### src/rtl/word_serializer.sv
// word_serializer: loads a NUM_TERMS-word parallel vector and streams it out
// one WORD_WIDTH word per beat over a valid/ready handshake.
// Optional macro WORD_SERIALIZER_REVERSE_EN: emit word NUM_TERMS-1 first,
// with o_index counting down and o_last on index 0.
module word_serializer #(
    parameter int WORD_WIDTH = 8,
    parameter int NUM_TERMS  = 72
) (
    input  logic                                                  i_clk,
    input  logic                                                  i_rst_n,
    input  logic                                                  i_valid,
    output logic                                                  o_ready,
    input  logic [NUM_TERMS*WORD_WIDTH-1:0]                       i_terms,
    output logic                                                  o_valid,
    input  logic                                                  i_ready,
    output logic [WORD_WIDTH-1:0]                                 o_word,
    output logic                                                  o_last,
    output logic [((NUM_TERMS > 1) ? $clog2(NUM_TERMS) : 1)-1:0]  o_index
);

    localparam int IDX_W = (NUM_TERMS > 1) ? $clog2(NUM_TERMS) : 1;
    localparam int VEC_W = NUM_TERMS * WORD_WIDTH;

`ifdef WORD_SERIALIZER_REVERSE_EN
    localparam logic [IDX_W-1:0] FIRST_IDX = IDX_W'(NUM_TERMS - 1);
    localparam logic [IDX_W-1:0] LAST_IDX  = '0;
`else
    localparam logic [IDX_W-1:0] FIRST_IDX = '0;
    localparam logic [IDX_W-1:0] LAST_IDX  = IDX_W'(NUM_TERMS - 1);
`endif

    typedef enum logic {
        IDLE = 1'b0,
        SEND = 1'b1
    } state_t;

    state_t             state_q, state_d;
    logic [VEC_W-1:0]   buf_q, buf_d;
    logic [IDX_W-1:0]   idx_q, idx_d;
    logic [WORD_WIDTH-1:0] cur_word;
    logic               in_send;
    logic               at_last;
    logic               xfer;
    logic               accept;

    // The vector is held in a shift register so the current word always sits
    // at a fixed end; this avoids a wide NUM_TERMS-way output multiplexer.
`ifdef WORD_SERIALIZER_REVERSE_EN
    assign cur_word = buf_q[VEC_W-1 -: WORD_WIDTH];
`else
    assign cur_word = buf_q[WORD_WIDTH-1:0];
`endif

    // Handshake outputs and next-state: accept has priority over beat
    // advance, so a vector accepted on the last beat reloads without a bubble.
    always_comb begin
        state_d = state_q;
        buf_d   = buf_q;
        idx_d   = idx_q;

        in_send = (state_q == SEND);
        at_last = in_send && (idx_q == LAST_IDX);
        xfer    = in_send && i_ready;
        o_ready = !in_send || (xfer && at_last);
        accept  = i_valid && o_ready;

        o_valid = in_send;
        o_last  = at_last;
        o_index = in_send ? idx_q : '0;
        o_word  = in_send ? cur_word : '0;

        if (accept) begin
            state_d = SEND;
            buf_d   = i_terms;
            idx_d   = FIRST_IDX;
        end else if (xfer) begin
            if (at_last) begin
                state_d = IDLE;
                buf_d   = '0;
                idx_d   = '0;
            end else begin
`ifdef WORD_SERIALIZER_REVERSE_EN
                buf_d = buf_q << WORD_WIDTH;
                idx_d = idx_q - IDX_W'(1);
`else
                buf_d = buf_q >> WORD_WIDTH;
                idx_d = idx_q + IDX_W'(1);
`endif
            end
        end
    end

    // State, vector buffer and index registers with asynchronous clear.
    always_ff @(posedge i_clk or negedge i_rst_n) begin
        if (!i_rst_n) begin
            state_q <= IDLE;
            buf_q   <= '0;
            idx_q   <= '0;
        end else begin
            state_q <= state_d;
            buf_q   <= buf_d;
            idx_q   <= idx_d;
        end
    end

endmodule
### config.mk
export PLATFORM = sky130hd
export DESIGN_NAME = word_serializer
export DESIGN_NICKNAME = d
export VERILOG_FILES = /design/src/rtl/word_serializer.sv
export SDC_FILE = /design/constraint.sdc
export NUM_CORES = 1
export LEC_CHECK = 0
export ABC_AREA = 1
export BUFFER_PORTS_ARGS = -buffer_cell sky130_fd_sc_hd__buf_4
export CORE_MARGIN = 1.5
export CORE_UTILIZATION = 45
export DETAILED_ROUTE_END_ITERATION = 12
export GPL_ROUTABILITY_DRIVEN = 0
export PLACE_DENSITY_LB_ADDON = 0.08
export SYNTH_ARGS = -nofsm -noshare
export SYNTH_HDL_FRONTEND = slang
export SYNTH_SLANG_ARGS = --single-unit
export TNS_END_PERCENT = 1
### constraint.sdc
create_clock -name i_clk -period 2.4 [get_ports i_clk]
set_clock_uncertainty 0.2 [all_clocks]
set_input_delay 0.36 -clock i_clk [delete_from_list [all_inputs] [get_ports i_clk]]
set_output_delay 0.36 -clock i_clk [all_outputs]
set_load 0.02 [all_outputs]
==> results.sh <==
export IMPL_status="finished clean"
export IMPL_synth_seq_area_share_pct=44.0
export IMPL_hp_class="primary input to register"
export IMPL_path_buf_inv=2
export IMPL_cts_root_buf="clkbuf_16"
export IMPL_ys_ff_latch=584
export IMPL_cts_htree_levels=3
export IMPL_grt_max_degree=107
export IMPL_fin_crit_ns=2.39
export IMPL_reg2reg_depth=11
export IMPL_cellPowerDensity_nw_per_um2=792
export IMPL_synth_cell_type_count=19
export IMPL_r2r_start="idx_q[1]$_DFFE_PN0P_"
export IMPL_core_area_sq_um=73000
export IMPL_cp_top_family="simple AND/OR/NAND/NOR gates"
export IMPL_drive_gt1_share_pct=13.9
export IMPL_p_sw_share_pct=33.5
export IMPL_nets=6615
export IMPL_vdd_drop_max_uv=652
export IMPL_async_flop_share_pct=100
export IMPL_cts_buffer_depth=3
export IMPL_worst_r2r_endpoint="buf_q[311]$_DFFE_PN0P_"
export IMPL_vias_per_cell=5.09
export IMPL_finalInstanceArea_sq_um=47200
export IMPL_die_h_um=275
export IMPL_io_pins=598
export IMPL_vias=35836
export IMPL_synth_top_area_cell="dfrtp_1"
export IMPL_seqPwrFrac_pct=41.3
export IMPL_worst_setup_path_end_kind="primary output"
export IMPL_dpl_cell_area_sq_um=38900
export IMPL_syn_avg_cell_area_sq_um=6.59
export IMPL_finalHoldViolations=0
export IMPL_setup_viol_count_final=0
export IMPL_switchingPower_uw=12500
export IMPL_hp_start="i_terms[425]"
export IMPL_synth_top_area_share_pct=44.0
export IMPL_drv_cap=0
export IMPL_portBuffers=597
export IMPL_antenna_found_initial=1
export IMPL_cts_tree="built"
export IMPL_period_share_pct=99.6
export IMPL_slew_headroom_pct=60.5
export IMPL_numCtsBuffers=67
export IMPL_netlist_area_sq_um=33200
export IMPL_grt_pass1_vias=35105
export IMPL_whs_path_depth=5
export IMPL_die_width_um=275
export IMPL_ys_flop_type="dfrtp_1"
export IMPL_clockPowerShare_pct=28.2
export IMPL_antenna_cells=0
export IMPL_grt_pass1_wl_um=185000
export IMPL_routed_wl_um=118000
export IMPL_cp_max_fo=3
export IMPL_initial_core_util_pct=45.5
export IMPL_rsz0062_at_grt="yes"
export IMPL_rows=99
export IMPL_clock_latency_ns=0.59
export IMPL_area_delta_synth_final_pct=42.0
export IMPL_slowest_delay_ns=0.35
export IMPL_worstMarginPinSlew_ns=0.592
export IMPL_worstPathArrival_ns=1.83
export IMPL_crit_path_cell_trace="ha_2 > nand2_4 > nor2_4 > nand3_4 > nand2_8 > buf_16 > buf_4"
export IMPL_initialDrtViolationCount=3299
export IMPL_grt_remaining_overflow=0
export IMPL_place_hpwl_um=70400
export IMPL_path_class="register to primary output"
export IMPL_max_freq_mhz=418
export IMPL_yosysMostFrequentCell="nand2_1"
export IMPL_cp_start_kind="register"
export IMPL_setup_tns_ns=0
export IMPL_synth_nets=5624
export IMPL_dr_pass1_iters=6
export IMPL_hold_end="buf_q[425]$_DFFE_PN0P_"
export IMPL_drc_errors=0
export IMPL_crit_required_ns=1.84
export IMPL_wl_per_cell_um=16.8
export IMPL_yosys_warnings=0
export IMPL_maxSlewViolCount=0
export IMPL_ys_top_cells_by_area="dfrtp_1 44%, nand2_1 26%, nand3_1 17%, inv_1 6.7%, clkbuf_1 2.2%"
export IMPL_synth_cells=5043
export IMPL_p_int_uw=24800
export IMPL_cts_sinks=584
export IMPL_grt_use_total_pct=30.5
export IMPL_critical_path_slowest_cell="dfrtp_1"
export IMPL_drtAntennaViolNets=0
export IMPL_leakagePower_uw=0.0277
export IMPL_cp_depth=7
export IMPL_synth_edf_count=0
export IMPL_die_area_sq_um=75500
export IMPL_ff2ff_setup_slack_ns=0.06
export IMPL_clkTransAtPathRegs_ns=0.06
export IMPL_comb_power_share_pct=30.5
export IMPL_synth_common_cells="2,318 x nand2_1, 1,146 x nand3_1, 589 x inv_1, 584 x dfrtp_1, 191 x clkbuf_1"
export IMPL_totalPowerFinal_uw=37300
[per-layer routing]
layer	track usage (%)	up-vias	part of all wire [%]
met1	40.2	16719	42
met4	14.3	2	4.8
met2	49.6	1395	47
met3	4.34	309	6.3
li1	-	17411	-
met5	0	-	0.0059
[cell type report]
class | count | area [sq um]
timing repair buffer | 1305 | 12200
clock inverter | 14 | 174
inverter | 590 | 2220
clock buffer | 100 | 2060
sequential | 584 | 14600
fill | 6204 | 25800
tap | 959 | 1200
multi-input combinational | 3486 | 14700
[power groups by stage]
stage | clock [uW] | combinational [uW] | sequential (uW)
global route | 11000 | 13100 | 15800
floorplan | 0 | 7450 | 14900
global placement | 0 | 10300 | 15400
CTS | 10700 | 11400 | 15400
detailed placement | 0 | 10500 | 15400
finish | 10500 | 11400 | 15400
[repair_timing]
| item | in CTS | in global routing |
|---|---|---|
| pin swaps | 3 | 4 |
| setup buffers | 6 | 5 |
| endpoints found under the hold margin | 1046 | 0 |
| resized for setup | 12 | 11 |
| hold buffers | 575 | 0 |
| cloned | 3 | 0 |
| endpoints found under the setup margin | 3 | 182 |
[per-stage QoR]
step,hold slack (ns),setup WS (ns),util [%],cells
finish,0.0248,0.0100,64.6,7038
global placement,0.0365,0.00151,53.4,6336
detailed placement,0.0361,0.0275,53.4,6336
CTS,0.00429,-0.0372,64.6,7034
floorplan,-0.136,0.336,-,5043
global route,0.0224,-0.0583,64.6,7038
[state kept, by name (all words and copies together), names as in the netlist]
| register | cells |
|---|---|
| buf_q | 576 |
| idx_q | 7 |
| o_valid | 1 |
[worst min-delay path: cells and delay by family]
kind	cells	cell delay [ns]
simple gates	3	0.29
buf+inv	2	0.11
[cells by family (layout without fill, tap and decap cells)]
logic type      Yosys count  after routing  synth area share [%]
simple gates           3478           3478                  43.7
buf+inv                 973           2009                  12.2
flops                   584            584                  44.0
compound gates            5              5                0.0753
xor+xnor                  2              2                0.0527
fa+ha+maj                 1              1                0.0377
[how the worst max path moves through the flow]
stage / startpoint / endpoint / slack (ns)
final: idx_q[1]$_DFFE_PN0P_ / o_ready / 0.01
after global routing: idx_q[1]$_DFFE_PN0P_ / o_ready / -0.06
after CTS: idx_q[0]$_DFFE_PN0P_ / o_last / -0.04
after detailed placement: idx_q[1]$_DFFE_PN0P_ / buf_q[456]$_DFFE_PN0P_ / 0.03
after global placement: idx_q[1]$_DFFE_PN0P_ / buf_q[456]$_DFFE_PN0P_ / 0.002
after floorplan: o_valid$_DFFE_PN0P_ / o_last / 0.34
[cell usage in the layout (no fill, tap or decap)]
master | netlist | final
buf_6 | 10 | 3
inv_6 | 0 | 1
nand2_1 | 2318 | 2315
inv_1 | 589 | 588
clkbuf_8 | 0 | 17
inv_8 | 0 | 1
dfrtp_2 | 0 | 1
nand3_4 | 0 | 1
buf_12 | 0 | 68
bufbuf_16 | 0 | 3
clkbuf_16 | 0 | 71
nor3_1 | 1 | 1
nor2_2 | 0 | 1
ha_2 | 0 | 1
nand3_1 | 1146 | 1143
clkinv_2 | 0 | 9
a21oi_1 | 3 | 3
nor2_1 | 8 | 6
nor2_4 | 0 | 1
bufinv_16 | 0 | 4
xor2_1 | 2 | 2
dfrtp_1 | 584 | 583
nor3b_1 | 1 | 1
buf_16 | 0 | 2
clkbuf_1 | 191 | 12
nand2_8 | 0 | 3
buf_4 | 49 | 650
inv_2 | 1 | 1
buf_8 | 0 | 4
nand2_4 | 0 | 2
nand3_2 | 0 | 2
dlygate4sd3_1 | 0 | 575
o21ai_0 | 2 | 2
nand4_1 | 2 | 2
Note: power is estimated with default switching activity, not from simulation.
